$ cat src/rtl/in_register_dbuf_if.sv
// Write/output bundle for in_register_dbuf: chunk write port, fill index and held
// output vector with its valid/ack handshake.
interface in_register_dbuf_if #(
  parameter int C_NUM_BITS  = 72,
  parameter int C_BUS_WIDTH = 32
);
  localparam int C_NUM_WORDS  = (C_NUM_BITS + C_BUS_WIDTH - 1) / C_BUS_WIDTH;
  localparam int C_COUNT_BITS = (C_NUM_WORDS > 1) ? $clog2(C_NUM_WORDS) : 1;

  logic [C_BUS_WIDTH-1:0]  din;
  logic                    we;
  logic                    din_ready;
  logic                    flush;
  logic [C_COUNT_BITS-1:0] word_idx;
  logic [C_NUM_BITS-1:0]   dout;
  logic                    dout_valid;
  logic                    dout_ack;

  modport master (
    output din, we, flush, dout_ack,
    input  din_ready, word_idx, dout, dout_valid
  );

  modport slave (
    input  din, we, flush, dout_ack,
    output din_ready, word_idx, dout, dout_valid
  );
endinterface

$ cat src/rtl/in_register_dbuf.sv
// Double-buffered input register: assembles C_NUM_BITS from C_BUS_WIDTH chunks and holds
// the result under a valid/ack handshake. Optional sticky overrun flag: IN_REGISTER_DBUF_OVERRUN_EN.
module in_register_dbuf #(
  parameter int C_NUM_BITS  = 72,
  parameter int C_BUS_WIDTH = 32
) (
  input  logic                clk,
  input  logic                rst,
  in_register_dbuf_if.slave   bus
`ifdef IN_REGISTER_DBUF_OVERRUN_EN
  ,
  output logic                overrun
`endif
);

  localparam int C_NUM_WORDS  = (C_NUM_BITS + C_BUS_WIDTH - 1) / C_BUS_WIDTH;
  localparam int C_COUNT_BITS = (C_NUM_WORDS > 1) ? $clog2(C_NUM_WORDS) : 1;
  localparam logic [C_COUNT_BITS-1:0] C_LAST_IDX = C_COUNT_BITS'(C_NUM_WORDS - 1);

  typedef enum logic {
    FILL = 1'b0,
    HOLD = 1'b1
  } state_t;

  state_t                  state_q, state_d;
  logic [C_COUNT_BITS-1:0] word_idx_q, word_idx_d;
  // Bits of the last chunk above C_NUM_BITS can never reach dout, so they are not stored.
  logic [C_NUM_BITS-1:0]   buf_q, buf_d;
  logic [C_NUM_BITS-1:0]   dout_q, dout_d;
  logic                    dout_valid_q, dout_valid_d;
  logic [C_NUM_BITS-1:0]   wr_vec;
  logic                    din_ready;
  logic                    accept;
  logic                    last_word;

  always_ff @(posedge clk) begin
    if (rst) begin
      state_q      <= FILL;
      word_idx_q   <= '0;
      buf_q        <= '0;
      dout_q       <= '0;
      dout_valid_q <= 1'b0;
    end else begin
      state_q      <= state_d;
      word_idx_q   <= word_idx_d;
      buf_q        <= buf_d;
      dout_q       <= dout_d;
      dout_valid_q <= dout_valid_d;
    end
  end

  always_comb begin
    state_d      = state_q;
    word_idx_d   = word_idx_q;
    buf_d        = buf_q;
    dout_d       = dout_q;
    dout_valid_d = dout_valid_q;

    din_ready = (state_q == FILL);
    accept    = bus.we && din_ready && !bus.flush;
    last_word = (word_idx_q == C_LAST_IDX);

    // Buffer with the incoming chunk merged at word_idx; on the last word this is the full vector.
    wr_vec = buf_q;
    for (int b = 0; b < C_NUM_BITS; b++) begin
      if (C_COUNT_BITS'(b / C_BUS_WIDTH) == word_idx_q) begin
        wr_vec[b] = bus.din[b % C_BUS_WIDTH];
      end
    end

    case (state_q)
      FILL: begin
        if (bus.dout_ack && dout_valid_q) begin
          dout_valid_d = 1'b0;
        end
        if (bus.flush) begin
          word_idx_d = '0;
        end else if (accept) begin
          if (!last_word) begin
            buf_d      = wr_vec;
            word_idx_d = word_idx_q + C_COUNT_BITS'(1);
          end else begin
            word_idx_d = '0;
            if (!dout_valid_q || bus.dout_ack) begin
              dout_d       = wr_vec;
              dout_valid_d = 1'b1;
            end else begin
              buf_d   = wr_vec;
              state_d = HOLD;
            end
          end
        end
      end
      HOLD: begin
        if (bus.dout_ack) begin
          dout_d       = buf_q;
          dout_valid_d = 1'b1;
          state_d      = FILL;
        end
      end
      default: state_d = FILL;
    endcase
  end

  assign bus.din_ready  = din_ready;
  assign bus.word_idx   = word_idx_q;
  assign bus.dout       = dout_q;
  assign bus.dout_valid = dout_valid_q;

`ifdef IN_REGISTER_DBUF_OVERRUN_EN
  logic overrun_q, overrun_d;

  always_ff @(posedge clk) begin
    if (rst) begin
      overrun_q <= 1'b0;
    end else begin
      overrun_q <= overrun_d;
    end
  end

  always_comb begin
    overrun_d = overrun_q | (bus.we && !din_ready);
  end

  assign overrun = overrun_q;
`endif

endmodule

$ cat src/flat_wrapper.sv
// flat-port wrapper written by rule: the top's interface ports become plain ports
module in_register_dbuf_flat 
#(
  parameter int C_NUM_BITS  = 72,
  parameter int C_BUS_WIDTH = 32
)
  (clk, rst, bus_din, bus_we, bus_flush, bus_dout_ack, bus_din_ready, bus_word_idx, bus_dout, bus_dout_valid);
  in_register_dbuf_if #(.C_NUM_BITS(C_NUM_BITS), .C_BUS_WIDTH(C_BUS_WIDTH)) bus_i ();
  input  logic clk;
  input  logic rst;
  input wire logic [$bits(bus_i.din)-1:0] bus_din;
  input wire logic [$bits(bus_i.we)-1:0] bus_we;
  input wire logic [$bits(bus_i.flush)-1:0] bus_flush;
  input wire logic [$bits(bus_i.dout_ack)-1:0] bus_dout_ack;
  output wire logic [$bits(bus_i.din_ready)-1:0] bus_din_ready;
  output wire logic [$bits(bus_i.word_idx)-1:0] bus_word_idx;
  output wire logic [$bits(bus_i.dout)-1:0] bus_dout;
  output wire logic [$bits(bus_i.dout_valid)-1:0] bus_dout_valid;
  assign bus_i.din = bus_din;
  assign bus_i.we = bus_we;
  assign bus_i.flush = bus_flush;
  assign bus_i.dout_ack = bus_dout_ack;
  assign bus_din_ready = bus_i.din_ready;
  assign bus_word_idx = bus_i.word_idx;
  assign bus_dout = bus_i.dout;
  assign bus_dout_valid = bus_i.dout_valid;
  in_register_dbuf #(.C_NUM_BITS(C_NUM_BITS), .C_BUS_WIDTH(C_BUS_WIDTH)) u_core (.clk(clk), .rst(rst), .bus(bus_i));
endmodule
$ cat config.mk
export PLATFORM = sky130hd
export DESIGN_NAME = in_register_dbuf_flat
export DESIGN_NICKNAME = d
export VERILOG_FILES = /design/src/rtl/in_register_dbuf_if.sv /design/src/rtl/in_register_dbuf.sv /design/src/flat_wrapper.sv
export SDC_FILE = /design/constraint.sdc
export NUM_CORES = 1
export LEC_CHECK = 0
export ABC_AREA = 1
export CAP_MARGIN = 0
export CORE_MARGIN = 2
export CORE_UTILIZATION = 45
export DETAILED_ROUTE_END_ITERATION = 7
export DONT_BUFFER_PORTS = 1
export SETUP_SLACK_MARGIN = 0.05
export SLEW_MARGIN = 5
export SYNTH_ARGS = -nofsm -noshare
export SYNTH_HDL_FRONTEND = slang
export SYNTH_SLANG_ARGS = --single-unit
$ cat constraint.sdc
create_clock -name clk -period 3.45 [get_ports clk]
set_input_delay 0.345 -clock clk [delete_from_list [all_inputs] [get_ports clk]]
set_output_delay 0.345 -clock clk [all_outputs]
set_load 0.01 [all_outputs]
* Word level (Yosys, flattened, before mapping)
Cells that the tools add are included.
Storage, ports and cells: register bits 148, latch bits 0, RAM bits 0, bits in read-only memories 0, input bits 37, logic and storage cells 124, memories kept 0
Operators by class: add/sub/neg operators 1, multipliers 0, div/mod/pow operators 0, magnitude comparators 0, equality and inequality tests 9, shift operators 0, muxes and demuxes 96, bitwise operators 2, reduce and logical (&&, ||, !) cells 11
Operator list (count):
- 72-bit two-way mux | 7
- 72-bit one-hot mux with 2 select lines | 1
- 1-bit two-way mux | 83
- 2-bit two-way mux | 3
- 2-bit by 1-bit != test with 1-bit output, second input constant | 3
- 2-bit != test, second input constant | 3
- 5-bit AND reduction | 1
- 1-bit one-hot mux with 2 select lines | 2
- 4-bit AND reduction | 1
- 1-bit logical AND | 3
- 2-bit by 1-bit adder with 2-bit output, second input constant | 1
- 1-bit by 2-bit == test with 1-bit output, first input constant | 1
- 2-bit == test, first input constant | 1
- 2-bit == test, second input constant | 1
- 1-bit zero test | 2
- 2-bit zero test | 1
- 1-bit inverter | 2
- 2-bit AND reduction | 1
- 2-bit nonzero test | 1
- 1-bit logical OR | 1

* Longest topological paths before layout
Gate-level depths: netlist of run 1.
depth after elaboration 7, gate-level depth with buffers 10, depth with buffers taken out 8

* Worst setup path before layout of run 1
No wires, ideal clock.
path type register to register, start register u_core.word_idx_q[1] (netlist: u_core.bus.word_idx[1]), end register u_core.dout_q[36] (netlist: u_core.bus.dout[36]), setup time 0.132 ns, arrival 1.298 ns, data required time 3.318 ns, setup slack 2.020 ns, stages on the path, launching flop included 10, path buffers 2, clock period less this slack 1.430 ns, path through dfxtp_1 -> buf_4 -> inv_2 -> nand2_1 -> buf_1 -> nand2_1 -> nand3_1 -> nand2_1 -> nand2_1 -> a21oi_1
On the way: word-level cells in the longest chain between the ends 7, elaborated cells between the ends (all ways) 10
Ends and longest elaborated chain:
- start: declaration | RTL line in_register_dbuf.sv:26 | logic [C_COUNT_BITS-1:0] word_idx_q, word_idx_d;
- start signal: assignment | RTL line in_register_dbuf.sv:45 | word_idx_q <= word_idx_d;
- 1-bit by 2-bit == test with 1-bit output | RTL line in_register_dbuf.sv:66 | if (C_COUNT_BITS'(b / C_BUS_WIDTH) == word_idx_q) begin
- 1-bit two-way mux | RTL line in_register_dbuf.sv:66
- 72-bit two-way mux | RTL line in_register_dbuf.sv:84 | if (!dout_valid_q || bus.dout_ack) begin
- 72-bit two-way mux | RTL line in_register_dbuf.sv:79 | if (!last_word) begin
- 72-bit two-way mux | RTL line in_register_dbuf.sv:78 | end else if (accept) begin
- 72-bit two-way mux | RTL line in_register_dbuf.sv:76 | if (bus.flush) begin
- 72-bit one-hot mux with 2 select lines | RTL line in_register_dbuf.sv:71 | case (state_q)
- end signal: assignment | RTL line in_register_dbuf.sv:47 | dout_q <= dout_d;
- end: declaration | RTL line in_register_dbuf.sv:29 | logic [C_NUM_BITS-1:0] dout_q, dout_d;
Parallel ways exist; a longest one is shown, timed or not. The select of a mux whose other input is x is not followed. A chain may end at the register's enable or synchronous reset.

* Worst setup path in the final report of run 1
start register u_core.word_idx_q[1] (netlist: u_core.bus.word_idx[1]), end register u_core.dout_q[13] (netlist: u_core.bus.dout[13])
On the way: word-level cells in the longest chain between the ends 7, elaborated cells between the ends (all ways) 10
Ends and longest elaborated chain (RTL line):
- 2-bit zero test | in_register_dbuf.sv:66
- 1-bit two-way mux | in_register_dbuf.sv:66
- 72-bit two-way mux | in_register_dbuf.sv:84
- 72-bit two-way mux | in_register_dbuf.sv:79
- 72-bit two-way mux | in_register_dbuf.sv:78
- 72-bit two-way mux | in_register_dbuf.sv:76
- 72-bit one-hot mux with 2 select lines | in_register_dbuf.sv:71
Parallel ways exist; a longest one is shown, timed or not. The select of a mux whose other input is x is not followed.

==> results.sh, run 1 <==
export IMPL_wl_mm=22.9
export IMPL_setup_tns_ns=0
export IMPL_avgSynthCellArea_um2=6.41
export IMPL_crit_path_max_incr_delay_ns=0.67
export IMPL_start_util=0.456
export IMPL_startpoint="u_core.bus.word_idx[1]"
export IMPL_rsz0062_at_grt="no"
export IMPL_critPathCaptureType="flop"
export IMPL_worstHoldEndpoint="u_core.state_q"
export IMPL_viasPerCell=5.37
export IMPL_netlist_area_leader_share=0.396
export IMPL_irDropWorstVdd_mv=0.341
export IMPL_place_hpwl_mm=13.8
export IMPL_syn_num_nets=1204
export IMPL_routabilityCongestion=0.805
export IMPL_drc_errors=0
export IMPL_m1WireLength_mm=10.5
export IMPL_grt_pass1_vias=6530
export IMPL_synth_top_area_cell="dfxtp_1"
export IMPL_dieHeight_um=133
export IMPL_place_ws_ns=1.06
export IMPL_layout_nets=1164
export IMPL_n_fill_cell=1638
export IMPL_grt_ovfl_total=0
export IMPL_ant_nets=0
export IMPL_dr_total_vias=7307
export IMPL_antenna_found_initial=0
export IMPL_drtIter0Drc=632
export IMPL_worst_path_buf_inv=2
export IMPL_period_needed_ns=2.44
export IMPL_h_tree_depth=4
export IMPL_reg2reg_to="u_core.bus.dout[13]"
export IMPL_synth_area_top_cells="dfxtp_1 (40%), nand2_1 (18%), nand3_1 (12%), a21oi_1 (7.0%), inv_1 (5.4%)"
export IMPL_crit_top_cell="nand2_1"
export IMPL_min_path_cells=3
export IMPL_crit_type="reg2reg"
export IMPL_fin_skew_ns=0.00660
export IMPL_grt_usage=0.248
export IMPL_final_util=0.504
export IMPL_finalCritPeriodShare=0.707
export IMPL_max_slew_margin_rel=0.299
export IMPL_setup_ws_ns=1.01
export IMPL_p_leak_nw=3.57
export IMPL_clock_path_buffers=2
export IMPL_place_inst=1317
export IMPL_ys_ff_latch=148
export IMPL_synthCells=1167
export IMPL_critPathSlowestCell="nand2_1"
export IMPL_dr_wl_met3_mm=1.79
export IMPL_path_cells="inv_2, nand2_1, buf_4, nand2_1, nand3_1, nand2_1, nand2_1, a21oi_1"
export IMPL_min_path_type="in2reg"
export IMPL_diodes=0
export IMPL_yosys_warnings=0
export IMPL_ios=113
export IMPL_post_dp_cell_area_um2=7500
export IMPL_rrSetupSlack_ns=1.01
export IMPL_timing_fmax_ghz=0.410
export IMPL_cts_tree="built"
export IMPL_drive_above_1_share=0.0491
export IMPL_path_max_fanout=20
export IMPL_drv_cap=0
export IMPL_design_area_um2=8270
export IMPL_powerDensity_nw_per_um2=501
export IMPL_drv_slew=0
export IMPL_post_drt_wl_per_cell_um=16.8
export IMPL_die_w_um=133
export IMPL_required_ns=3.73
export IMPL_cts_setup_buffers=0
export IMPL_cts_buffers=17
export IMPL_top_layer="met4"
export IMPL_layout_cells_non_filler=1360
export IMPL_syn_area_um2=7480
export IMPL_cts_hold_buf=2
export IMPL_ys_seq_area_frac=0.396
export IMPL_portBuffers=0
export IMPL_clkLatencyLatePin_ns=0.43
export IMPL_outcome="completed"
export IMPL_arrival_ns=2.72
export IMPL_cp_top_family="simple AND/OR/NAND/NOR gates"
export IMPL_cts_resized=0
export IMPL_setup_viol=0
export IMPL_grt_pass1_wl_mm=34.7
export IMPL_core_area_um2=16400
export IMPL_worstReg2RegStart="u_core.bus.word_idx[1]"
export IMPL_clk_pin_slew_ns=0.06
export IMPL_regArea_um2=2960
export IMPL_finalHoldViolations=0
export IMPL_grt_max_degree=106
export IMPL_multi_input_area_um2=3720
export IMPL_die_area_um2=17700
export IMPL_rows=47
export IMPL_dr_pass1_iters=5
export IMPL_cts_root_buf="clkbuf_16"
export IMPL_tightestPinTransition_ns=1.05
export IMPL_synth_cell_types=19
export IMPL_met2WireLength_mm=10.1
export IMPL_syn_to_final_growth_pct=10.6
export IMPL_reg2regPathDepth=8
export IMPL_min_from="bus_dout_ack"
export IMPL_clkSinkCount=148
export IMPL_startpoint_type="flop"
==> how the worst max path moves through the flow <==
| stage | endpoint | cells past startpoint |
|---|---|---|
| after floorplan | u_core.bus.dout[36] | 9 |
| after global placement | u_core.bus.dout[13] | 8 |
| after detailed placement | u_core.bus.dout[13] | 8 |
| after CTS | u_core.bus.dout[13] | 8 |
| after global routing | u_core.bus.dout[21] | 7 |
| final | u_core.bus.dout[13] | 8 |
==> cell type report <==
| cell class | count | area share |
|---|---|---|
| Timing Repair Buffer | 24 | 0.0293 |
| Inverter | 111 | 0.0504 |
| Clock buffer | 26 | 0.0652 |
| Clock inverter | 6 | 0.0135 |
| Multi-Input combinational cell | 825 | 0.450 |
| Sequential cell | 148 | 0.358 |
| Tap cell | 220 | 0.0333 |
==> worst register-to-register path, cell delays in order (launching register included) <==
cell and delay, ns:
dfxtp_1 0.61, inv_2 0.26, nand2_1 0.67, buf_4 0.34, nand2_1 0.10, nand3_1 0.09, nand2_1 0.07, nand2_1 0.10
a21oi_1 0.06
==> power by group <==
| group | switching (mW) | internal, mW |
|---|---|---|
| registers | 0.0240 | 1.74 |
| clock network | 0.726 | 1.30 |
| logic | 0.252 | 0.104 |
| total | 1.00 | 3.14 |
==> per-layer routing <==
metal  GRT usage  up-vias
met5           0        -
met4      0.0789        0
met3      0.0655       38
met2       0.393      274
met1       0.330     3353
li1            -     3642
==> registers in the layout (all words and copies together), names as in the netlist <==
signal	count
u_core.buf_q	72
u_core.bus.dout	72
u_core.bus.dout_valid	1
u_core.bus.word_idx	2
u_core.state_q	1
==> cell usage in the layout, fill, tap and decap left out, types with 3 or more instances in the layout <==
master         Yosys  layout
nand2_1          363     362
nand3_1          179     179
dfxtp_1          148     148
inv_1            107     107
a21oi_1          105     105
nor2_1            87      86
o21ai_0           43      43
nand3b_1          42      42
clkbuf_16          0      17
buf_4              6      11
dlygate4sd3_1      0      10
clkbuf_8           0       8
inv_2              4       4
bufinv_16          0       3
buf_12             0       3
==> kinds of logic (layout without fill, tap and decap cells) <==
logic type	count (synthesis)	after routing	share of synthesized area
AOI/OAI and AO/OA	150	150	0.102
and+or+nand+nor	675	675	0.395
buffers and inverters	194	167	0.107
DFF	148	148	0.396
==> synthesized netlist by cell type <==
| cell | instances |
|---|---|
| clkbuf_1 | 31 |
| nand3_1 | 179 |
| a21oi_4 | 1 |
| a21oi_1 | 105 |
| buf_4 | 6 |
| nand3_4 | 1 |
| a31oi_1 | 1 |
| buf_1 | 8 |
| buf_2 | 38 |
| dfxtp_1 | 148 |
| inv_1 | 107 |
| inv_2 | 4 |
| nor2_1 | 87 |
| nand3b_1 | 42 |
| nand2_2 | 1 |
| nand2_1 | 363 |
| o21ai_0 | 43 |
| nor2_8 | 1 |
| nor2_4 | 1 |
==> metrics by stage <==
stage	total power [mW]	hold slack, ns
after floorplan	2.05	0.441
after global placement	2.12	0.425
after detailed placement	2.12	0.432
final	4.15	0.0734
after global routing	4.29	0.0940
after CTS	4.14	0.000169
Power figures use the tool's default switching activity.
==> run 2, diff against run 1 <==
==> constraint.sdc (replaced) <==
create_clock -name clk -period 2.2 [get_ports clk]
set_input_delay 0.22 -clock clk [delete_from_list [all_inputs] [get_ports clk]]
set_output_delay 0.22 -clock clk [all_outputs]
set_load 0.01 [all_outputs]
==> results.sh, run 2 (synthesized netlist as in run 1, its figures left out) <==
export IMPL_path_cells="inv_2, nor2_8, nand3_4, nand2_2, buf_4, nand2_1, a21oi_1"
export IMPL_switching_share=0.254
export IMPL_dr_pass1_iters=5
export IMPL_setup_ws_ns=0.279
export IMPL_cp_top_family="simple AND/OR/NAND/NOR gates"
export IMPL_seqPwrFrac=0.468
export IMPL_crit_type="reg2reg"
export IMPL_place_inst=1327
export IMPL_diodes=0
export IMPL_die_w_um=133
export IMPL_arrival_ns=2.28
export IMPL_m1WireLength_mm=10.3
export IMPL_min_path_type="in2reg"
export IMPL_viasPerCell=5.22
export IMPL_clkPwrFrac=0.440
export IMPL_portBuffers=0
export IMPL_start_util=0.456
export IMPL_cts_buffers=17
export IMPL_dr_total_vias=7108
export IMPL_ant_nets=0
export IMPL_design_area_um2=8180
export IMPL_drv_cap=0
export IMPL_timing_fmax_ghz=0.520
export IMPL_cts_tree="built"
export IMPL_finalCritPeriodShare=0.873
export IMPL_grt_usage=0.253
export IMPL_top_layer="met4"
export IMPL_cts_resized=0
export IMPL_grt_ovfl_total=0
export IMPL_place_ws_ns=0.274
export IMPL_dieHeight_um=133
export IMPL_rsz0062_at_grt="no"
export IMPL_post_drt_wl_per_cell_um=16.0
export IMPL_required_ns=2.56
export IMPL_tightestPinTransition_ns=0.564
export IMPL_ios=113
export IMPL_path_max_fanout=30
export IMPL_comb_power_share=0.092
export IMPL_grt_pass1_vias=6508
export IMPL_met2WireLength_mm=9.89
export IMPL_setup_viol=0
export IMPL_fin_skew_ns=0.00985
export IMPL_startpoint_type="flop"
export IMPL_drv_slew=0
export IMPL_grt_pass1_wl_mm=35.3
export IMPL_final_common_cell="nand2_1"
export IMPL_clkSinkCount=148
export IMPL_finalHoldViolations=0
export IMPL_period_needed_ns=1.92
export IMPL_p_leak_nw=3.55
export IMPL_setup_tns_ns=0
export IMPL_drive_above_1_share=0.0517
export IMPL_drc_errors=0
export IMPL_layout_nets=1166
export IMPL_rows=47
export IMPL_dr_wl_met3_mm=1.31
export IMPL_p_int_mw=4.42
export IMPL_layout_cells_non_filler=1361
export IMPL_powerDensity_nw_per_um2=724
export IMPL_place_hpwl_mm=13.9
export IMPL_irDropWorstVdd_mv=0.530
export IMPL_layout_common_cells="nand2_1 (362), nand3_1 (179), dfxtp_1 (148)"
export IMPL_post_dp_cell_area_um2=7610
export IMPL_clk_pin_slew_ns=0.06
export IMPL_fin_hold_ws_ns=0.0875
export IMPL_cts_root_buf="clkbuf_16"
export IMPL_critPathSlowestCell="dfxtp_1"
export IMPL_outcome="completed"
export IMPL_critPathCaptureType="flop"
export IMPL_die_area_um2=17700
export IMPL_drtIter0Drc=715
export IMPL_worst_path_buf_inv=2
export IMPL_grt_max_degree=106
export IMPL_power_switching_mw=1.50
export IMPL_routabilityCongestion=0.789
export IMPL_clkLatencyLatePin_ns=0.43
export IMPL_crit_path_max_incr_delay_ns=0.41
export IMPL_wl_mm=21.8
export IMPL_max_slew_margin_rel=0.624
export IMPL_clock_path_buffers=2
export IMPL_syn_to_final_growth_pct=9.33
export IMPL_h_tree_depth=4
export IMPL_antenna_found_initial=0
export IMPL_core_area_um2=16400
==> run 2: worst paths after layout <==
check | from | to | slack, ns | cells past startpoint
worst max-delay path | u_core.bus.word_idx[1] | u_core.bus.dout[2] | 0.28 | 7
worst min-delay path | bus_we | u_core.bus.word_idx[1] | 0.09 | 3
worst max register to register | u_core.bus.word_idx[1] | u_core.bus.dout[2] | 0.28 | 7
worst min register to register | u_core.buf_q[0] | u_core.buf_q[0] | 0.47 | 2
==> run 2: cell type report <==
type | count | area (µm²)
clock inverters | 4 | 23.8
well taps | 220 | 275
clock buffers | 27 | 493
flip-flops and latches | 148 | 2960
inverters | 111 | 417
multi-input cells | 825 | 3720
fillers | 1717 | 8230
repair buffers | 26 | 283
==> run 2: per-layer routing <==
metal / track usage / vias up
met5: 0 / -
met3: 0.0563 / 21
met2: 0.387 / 178
met4: 0.0824 / 0
li1: - / 3647
met1: 0.353 / 3262
==> run 2: power groups by stage <==
stage	Clock [mW]	Sequential, mW	Combinational (mW)
after detailed placement	0	2.83	0.507
final	2.60	2.77	0.547
after floorplan	0	2.82	0.391
after CTS	2.65	2.77	0.549
after global routing	2.76	2.78	0.618
after global placement	0	2.83	0.507
==> run 2: worst min-delay path: stages <==
cell     delay, ns
o21ai_0       0.10
nand2_1       0.08
a21oi_1       0.06
==> run 2: stage by stage <==
step / power [mW] / utilization
final: 5.92 / 0.498
after global routing: 6.15 / 0.498
after CTS: 5.97 / 0.498
after detailed placement: 3.34 / 0.464
after global placement: 3.33 / 0.464
after floorplan: 3.21 / -
==> run 2: what timing repair did <==
| item | in CTS | in global routing |
|---|---|---|
| endpoints found under the hold margin | 100 | 0 |
| setup buffers | 0 | 0 |
| hold buffers | 3 | 0 |
